### config.mk
export PLATFORM = sky130hd
export DESIGN_NAME = instr_fetch_stage
export DESIGN_NICKNAME = d
export VERILOG_FILES = /design/src/rtl/riscv_pkg.sv /design/src/rtl/fetch_pc_reg.sv /design/src/rtl/instr_fetch_stage.sv
export SDC_FILE = /design/constraint.sdc
export NUM_CORES = 1
export LEC_CHECK = 0
export ABC_CLOCK_PERIOD_IN_PS = 2300
export BUFFER_PORTS_ARGS = -buffer_cell sky130_fd_sc_hd__buf_4
export CORE_ASPECT_RATIO = 1.1
export CORE_MARGIN = 5
export CORE_UTILIZATION = 30
export DETAILED_ROUTE_END_ITERATION = 10
export PLACE_DENSITY = 0.55
export SKIP_LAST_GASP = 1
export SLEW_MARGIN = 20
export SYNTH_ARGS = -nofsm -noshare
export SYNTH_HDL_FRONTEND = slang
export SYNTH_HIERARCHICAL = 1
export SYNTH_SLANG_ARGS = --single-unit
### constraint.sdc
create_clock -name clk -period 2.3 [get_ports clk]
set_input_delay 0 -clock clk [delete_from_list [all_inputs] [get_ports clk]]
set_output_delay 0 -clock clk [all_outputs]
set_load 0.03 [all_outputs]
### src/rtl/riscv_pkg.sv
// Shared fetch-side types and constants: request FSM states, next-PC selector,
// canonical NOP encoding and default reset PC.
package riscv_pkg;

    localparam int          XLEN      = 32;
    localparam logic [31:0] RESET_PC  = 32'h0000_0000;
    localparam logic [31:0] NOP_INSTR = 32'h0000_0013;

    typedef enum logic [1:0] {
        IDLE = 2'd0,
        REQ  = 2'd1,
        FULL = 2'd2
    } fetch_state_t;

    typedef enum logic [1:0] {
        PC_HOLD  = 2'd0,
        PC_INC   = 2'd1,
        PC_REDIR = 2'd2,
        PC_TGT   = 2'd3
    } pc_sel_t;

endpackage

### src/rtl/fetch_pc_reg.sv
// Fetch program counter with next-PC selection: hold, sequential +4,
// immediate redirect target, or a redirect target saved while a fetch was in flight.
module fetch_pc_reg
    import riscv_pkg::*;
#(
    parameter int              XLEN     = riscv_pkg::XLEN,
    parameter logic [XLEN-1:0] RESET_PC = riscv_pkg::RESET_PC
) (
    input  logic            clk,
    input  logic            rst,
    input  pc_sel_t         sel,
    input  logic [XLEN-1:0] redirect_pc,
    input  logic [XLEN-1:0] tgt,
    output logic [XLEN-1:0] pc_q
);

    logic [XLEN-1:0] pc_d;

    // Wraps modulo 2^XLEN; alignment of the low bits is not enforced.
    always_comb begin
        pc_d = pc_q;
        unique case (sel)
            PC_HOLD:  pc_d = pc_q;
            PC_INC:   pc_d = pc_q + XLEN'(4);
            PC_REDIR: pc_d = redirect_pc;
            PC_TGT:   pc_d = tgt;
            default:  pc_d = pc_q;
        endcase
    end

    always_ff @(posedge clk) begin
        if (rst) begin
            pc_q <= RESET_PC;
        end else begin
            pc_q <= pc_d;
        end
    end

endmodule

### src/rtl/instr_fetch_stage.sv
// Fetch stage: one outstanding I-cache request at a time, a single-entry
// instruction buffer toward decode, and redirect handling that kills stale fetches.
module instr_fetch_stage
    import riscv_pkg::*;
#(
    parameter int              XLEN     = riscv_pkg::XLEN,
    parameter logic [XLEN-1:0] RESET_PC = riscv_pkg::RESET_PC
) (
    input  logic            clk,
    input  logic            rst,
    output logic            icache_req_o,
    output logic [XLEN-1:0] icache_addr_o,
    input  logic            icache_ready_i,
    input  logic [XLEN-1:0] icache_rdata_i,
    input  logic            redirect_i,
    input  logic [XLEN-1:0] redirect_pc_i,
    output logic            dec_valid_o,
    input  logic            dec_ready_i,
    output logic [31:0]     instr_o,
    output logic [XLEN-1:0] pc_o,
    output logic [XLEN-1:0] pc_plus4_o
);

    fetch_state_t    state_q, state_d;
    pc_sel_t         pc_sel;
    logic [XLEN-1:0] pc_q;
    logic            kill_q, kill_d;
    logic [XLEN-1:0] tgt_q, tgt_d;
    logic            valid_q, valid_d;
    logic            load_buf;
    logic [31:0]     instr_q;
    logic [XLEN-1:0] pc_buf_q;

    fetch_pc_reg #(
        .XLEN     (XLEN),
        .RESET_PC (RESET_PC)
    ) u_pc (
        .clk         (clk),
        .rst         (rst),
        .sel         (pc_sel),
        .redirect_pc (redirect_pc_i),
        .tgt         (tgt_q),
        .pc_q        (pc_q)
    );

    always_comb begin
        state_d  = state_q;
        kill_d   = kill_q;
        tgt_d    = tgt_q;
        valid_d  = valid_q;
        load_buf = 1'b0;
        pc_sel   = PC_HOLD;
        unique case (state_q)
            IDLE: begin
                state_d = REQ;
                if (redirect_i) pc_sel = PC_REDIR;
            end
            REQ: begin
                if (icache_ready_i) begin
                    if (kill_q || redirect_i) begin
                        // Returning word belongs to the old path; restart from the newest target.
                        pc_sel  = redirect_i ? PC_REDIR : PC_TGT;
                        kill_d  = 1'b0;
                        state_d = IDLE;
                    end else begin
                        load_buf = 1'b1;
                        valid_d  = 1'b1;
                        state_d  = FULL;
                    end
                end else if (redirect_i) begin
                    kill_d = 1'b1;
                    tgt_d  = redirect_pc_i;
                end
            end
            FULL: begin
                if (redirect_i) begin
                    valid_d = 1'b0;
                    pc_sel  = PC_REDIR;
                    state_d = REQ;
                end else if (dec_ready_i) begin
                    valid_d = 1'b0;
                    pc_sel  = PC_INC;
                    state_d = REQ;
                end
            end
            default: state_d = IDLE;
        endcase
    end

    always_ff @(posedge clk) begin
        if (rst) begin
            state_q  <= IDLE;
            kill_q   <= 1'b0;
            tgt_q    <= '0;
            valid_q  <= 1'b0;
            instr_q  <= NOP_INSTR;
            pc_buf_q <= RESET_PC;
        end else begin
            state_q <= state_d;
            kill_q  <= kill_d;
            tgt_q   <= tgt_d;
            valid_q <= valid_d;
            if (load_buf) begin
                instr_q  <= icache_rdata_i[31:0];
                pc_buf_q <= pc_q;
            end
        end
    end

    assign icache_req_o  = (state_q == REQ);
    assign icache_addr_o = pc_q;
    assign dec_valid_o   = valid_q;
    assign instr_o       = instr_q;
    assign pc_o          = pc_buf_q;
    assign pc_plus4_o    = pc_buf_q + XLEN'(4);

endmodule

# Word-level counts from Yosys, hierarchy flattened
# Cells that the tools add are included.
# Widths: inputs -> output; s select.
[op_classes]
add_sub_neg = 2
mul = 0
div_mod_pow = 0
magnitude_cmp = 0
eq_ne = 9
n_shift = 0
mux = 24
bitwise = 1
n_reduce_logical = 9
[ops]
columns = ["op", "count"]
rows = [
  ["$pmux 32 s3", 1],
  ["$add 32x3->32 const B", 2],
  ["$mux 2", 8],
  ["$mux 1", 12],
  ["$pmux 2 s3", 2],
  ["$eq 2x2->1 const B", 3],
  ["$reduce_and 3->1", 2],
  ["$eq 2x1->1 const B", 2],
  ["$logic_not 2->1", 2],
  ["$ne 2x1->1 const B", 2],
  ["$reduce_and 4->1", 1],
  ["$reduce_bool 2->1", 2],
  ["$ne 3x3->1 const B", 1],
  ["$ne 2x2->1 const B", 1],
  ["$pmux 1 s2", 1],
  ["$reduce_and 2->1", 1],
  ["$logic_or 1x1->1", 1],
  ["$not 1->1", 1],
]
[totals]
register_bits = 132
latch_bits = 0
ram_bits = 0
romBits = 0
input_bits = 69
output_inout_bits = 130
memories = 0

# Logic depth before layout (Yosys ltp)
[logic_depth]
ltp_word = 6
depth_mapped = 10
depth_no_buf = 8

# Cells and area by module
# Netlist, hierarchy kept.
[modules_own_cells]
columns = ["mod", "instances", "cells_per_inst", "area_per_inst_um2", "seq_area_each_um2"]
rows = [
  ["instr_fetch_stage", 1, 457, 4130.2, 2001.9],
  ["fetch_pc_reg", 1, 292, 2282.2, 640.6],
]

# Worst setup path after synthesis
# No wires, ideal clock.
[synth_timing]
kind = "register to register"
start = "register u_pc.pc_q[2]"
end = "register u_pc.pc_q[30]"
arrival_time_ns = 2.049
t_required_ns = 2.166
slack_ns = 0.116
path_stages_with_launch = 7
n_path_buf = 0
cell_sequence = "dfxtp_1 > ha_1 > nand4_1 > or4_1 > o21a_1 > o21ai_0 > a211oi_1"
[synth_via]
elab_chain_cells = 2
[synth_rtl]
columns = ["element", "line", "text"]
rows = [
  ["start, declared", "fetch_pc_reg.sv:14", "output logic [XLEN-1:0] pc_q"],
  ["start signal, assigned", "fetch_pc_reg.sv:35", "pc_q <= pc_d;"],
  ["$add 32x3->32", "fetch_pc_reg.sv:24", "PC_INC: pc_d = pc_q + XLEN'(4);"],
  ["$pmux 32 s3", "fetch_pc_reg.sv:22", "unique case (sel)"],
]
# No other way between the ends.
# A chain may end at the register's enable or synchronous reset.

# Worst setup path in the final report
[layout_timing]
start = "register pc_buf_q[4] (netlist: pc_o[4])"
end = "output pc_plus4_o[29]"
[layout_via]
elab_chain_cells = 1
[layout_rtl]
columns = ["element", "line", "text"]
rows = [
  ["start, declared", "instr_fetch_stage.sv:32", "logic [XLEN-1:0] pc_buf_q;"],
  ["start signal, assigned", "instr_fetch_stage.sv:105", "pc_buf_q <= pc_q;"],
  ["$add 32x3->32", "instr_fetch_stage.sv:115", "assign pc_plus4_o = pc_buf_q + XLEN'(4);"],
  ["end, declared", "instr_fetch_stage.sv:21", "output logic [XLEN-1:0] pc_plus4_o"],
]
# No other way between the ends.

==> flow_metrics.env <==
export IMPL_outcome="completed"
export IMPL_syn_inst=749
export IMPL_async_flop_share_pct=0
export IMPL_crit_slowest_cell="dfxtp_1"
export IMPL_power_density_nw_per_um2=654
export IMPL_slowest_delay_ps=500
export IMPL_slew_violations=0
export IMPL_grt_pass1_wl_mm=32.6
export IMPL_start_kind="register"
export IMPL_grt_max_degree=87
export IMPL_layout_common_cells="231 x buf_4, 130 x dfxtp_1, 105 x nor2_1"
export IMPL_hold_start="icache_rdata_i[24]"
export IMPL_rsz0062_at_grt="true"
export IMPL_maxCapViolations=0
export IMPL_final_setup_viol_count=0
export IMPL_grt_usage_pct=16.7
export IMPL_reg2reg_from="state_q[0]"
export IMPL_dieWidth_um=149
export IMPL_num_nets_final=1104
export IMPL_post_route_cells_drive_above_1_share_pct=27.3
export IMPL_clockBufferDepth=2
export IMPL_clk_pin_slew_ps=60
export IMPL_cts_sinks=132
export IMPL_crit_required_ps=2300
export IMPL_fin_crit_ps=2190
export IMPL_final_common_cell="buf_4"
export IMPL_seq_area_frac_synth_pct=41.2
export IMPL_drtPass1Iterations=5
export IMPL_vias_per_cell=4.68
export IMPL_seqCellArea_um2=2650
export IMPL_fillers=2109
export IMPL_antenna_found_initial=0
export IMPL_startpoint="pc_o[4]"
export IMPL_critPathTopFamily="simple AND/OR/NAND/NOR gates"
export IMPL_avgSynthCellArea_um2=8.56
export IMPL_swShare_pct=26.4
export IMPL_clockPowerShare_pct=44.5
export IMPL_p_int_w=0.00470
export IMPL_hold_path_class="in2reg"
export IMPL_skew_ps=14.1
export IMPL_arrival_ps=2190
export IMPL_ys_ff_latch=132
export IMPL_hpwlAfterDp_mm=14.5
export IMPL_ant_nets=0
export IMPL_p_sw_w=0.00169
export IMPL_wl_per_cell_um=15.4
export IMPL_hold_violations=0
export IMPL_fin_area_um2=9770
export IMPL_yosysWarnings=6
export IMPL_pwr_share_seq_pct=39.1
export IMPL_critPathKind="reg2out"
export IMPL_grt_overflow_total=0
export IMPL_synth_edf_count=0
export IMPL_final_util_pct=46.2
export IMPL_place_area_um2=8340
export IMPL_max_freq_mhz=457
export IMPL_relSlewSlack_pct=72.1
export IMPL_finalCritPeriodShare_pct=95.1
export IMPL_detail_route_wirelength_mm=20.6
export IMPL_grt_pass1_vias=5988
export IMPL_tightestPinTransition_ps=419
export IMPL_synth_cell_area_um2=6410
export IMPL_io_pins=199
export IMPL_antenna_cells=0
export IMPL_drt_initial_drc_count=415
export IMPL_post_route_drc_count=0
export IMPL_leakage_nw=4.42
export IMPL_htree_levels=4
export IMPL_gp_congestion=0.825
export IMPL_vias=6246
export IMPL_rows=56
export IMPL_cts_buffers=17
export IMPL_insertion_delay_ps=420
export IMPL_synth_distinct_cells=51
export IMPL_die_h_um=163
export IMPL_area_delta_synth_final_pct=52.4
export IMPL_cp_end_kind="output pin"
export IMPL_root_buffer="clkbuf_16"
export IMPL_core_area_um2=21200
export IMPL_synth_ff_type="dfxtp_1"
export IMPL_combPwrFrac_pct=16.5
export IMPL_worstPathCellList="nand4_1 > nor4_4 > buf_4 > nand4_1 > xnor2_1 > buf_4"
export IMPL_crit_buf_inv=2
export IMPL_cts_tree="built"
export IMPL_initial_utilization_pct=30.3
export IMPL_vdd_ir_drop_max_v=0.000479
export IMPL_cp_max_fo=9
export IMPL_syn_nets=820
export IMPL_port_buffers=198
export IMPL_multi_input_area_um2=3500
export IMPL_die_area_um2=24400
-- stage by stage --
stage / setup TNS (ps) / hold WS (ps) / worst slack (ps) / instances / total power, W
after global routing: -15.1 / 377 / -6.26 / 1335 / 0.00665
after global placement: 0 / 230 / 297 / 1223 / 0.00349
final: 0 / 357 / 112 / 1335 / 0.00639
after floorplan: 0 / 96.6 / 116 / 749 / 0.00307
after detailed placement: 0 / 238 / 220 / 1223 / 0.00350
after CTS: 0 / 334 / 6.36 / 1335 / 0.00647
-- layout make-up --
class / count / area share (%)
clock buffer: 22 / 4.65
clock inverter: 9 / 1.57
inverter: 13 / 0.499
multi-input combinational: 555 / 35.9
sequential: 132 / 27.1
tap: 290 / 3.71
timing repair buffer: 314 / 26.7
-- tightest hold or removal path: cells and delay by family --
kind          cells  cell delay, ps
simple gates      1              70
buf+inv           2             630
mux               1              50
-- logic make-up (layout without fill, tap and decap cells) --
kind of cell / count (synthesis) / after routing / synth area share, %
AOI/OAI and AO/OA: 123 / 123 / 12.0
xor gates and xnor gates: 45 / 45 / 6.15
adders and majority gates: 2 / 2 / 0.390
buffers and inverters: 62 / 358 / 5.03
DFF: 132 / 132 / 41.2
muxes: 78 / 78 / 12.4
and+or+nand+nor: 307 / 307 / 22.9
-- Yosys cell counts (all sizes together) (2+ instances only) --
master	instances	area, um2
a211o	7	61.3
a211oi	17	128
a21o	4	30.0
a21oi	58	290
a221o	3	30.0
a221oi	5	50.0
a31oi	4	25.0
and2	2	12.5
and3	8	50.1
and4	5	45.0
buf	20	156
clkbuf	28	109
dfxtp	132	2640
ha	2	25.0
inv	13	48.8
mux2i	76	761
nand2	103	387
nand2b	3	18.8
nand3	24	120
nand4	22	174
nor2	105	394
nor2b	4	25.0
nor3	15	80.1
nor4	8	95.1
o21a	3	22.5
o21ai	16	80.1
o21bai	3	22.5
or4	3	26.3
xnor2	33	289
xor2	12	105
-- registers in the layout, summed over array words and instances (netlist names) --
name / flops
instr_o: 32
state_q: 2
tgt_q: 32
dec_valid_o: 1
kill_q: 1
pc_o: 32
u_pc/pc_q: 32
-- metal layers --
layer | vias up | wire length, um | global-route usage [%]
li1 | 3186 | - | -
met5 | - | 0 | 0
met2 | 170 | 10000 | 27.2
met4 | 0 | 267 | 5.62
met3 | 17 | 1060 | 3.16
met1 | 2873 | 9240 | 22.2
-- path summary, 6_finish.rpt --
check	slack (ps)	end	cells past startpoint
min	360	instr_o[24]	4
max	110	pc_plus4_o[29]	6
min reg2reg	450	tgt_q[28]	2
max reg2reg	180	instr_o[11]	6
-- power by group through the flow --
stage	Combinational, W	Sequential, W	Clock, W
floorplan	0.000373	0.00269	0
global placement	0.000947	0.00254	0
detailed placement	0.000949	0.00255	0
CTS	0.00106	0.00250	0.00292
global route	0.00114	0.00252	0.00300
finish	0.00105	0.00250	0.00284
-- repair_timing --
action | 4_1_cts | 5_1_grt
hold endpoints to repair | 95 | 0
buffers inserted | 2 | 0
hold buffers | 79 | 0
resized for setup | 1 | 6
setup endpoints to repair | 11 | 9
pin swaps | 2 | 0
Power figures use the tool's default switching activity.
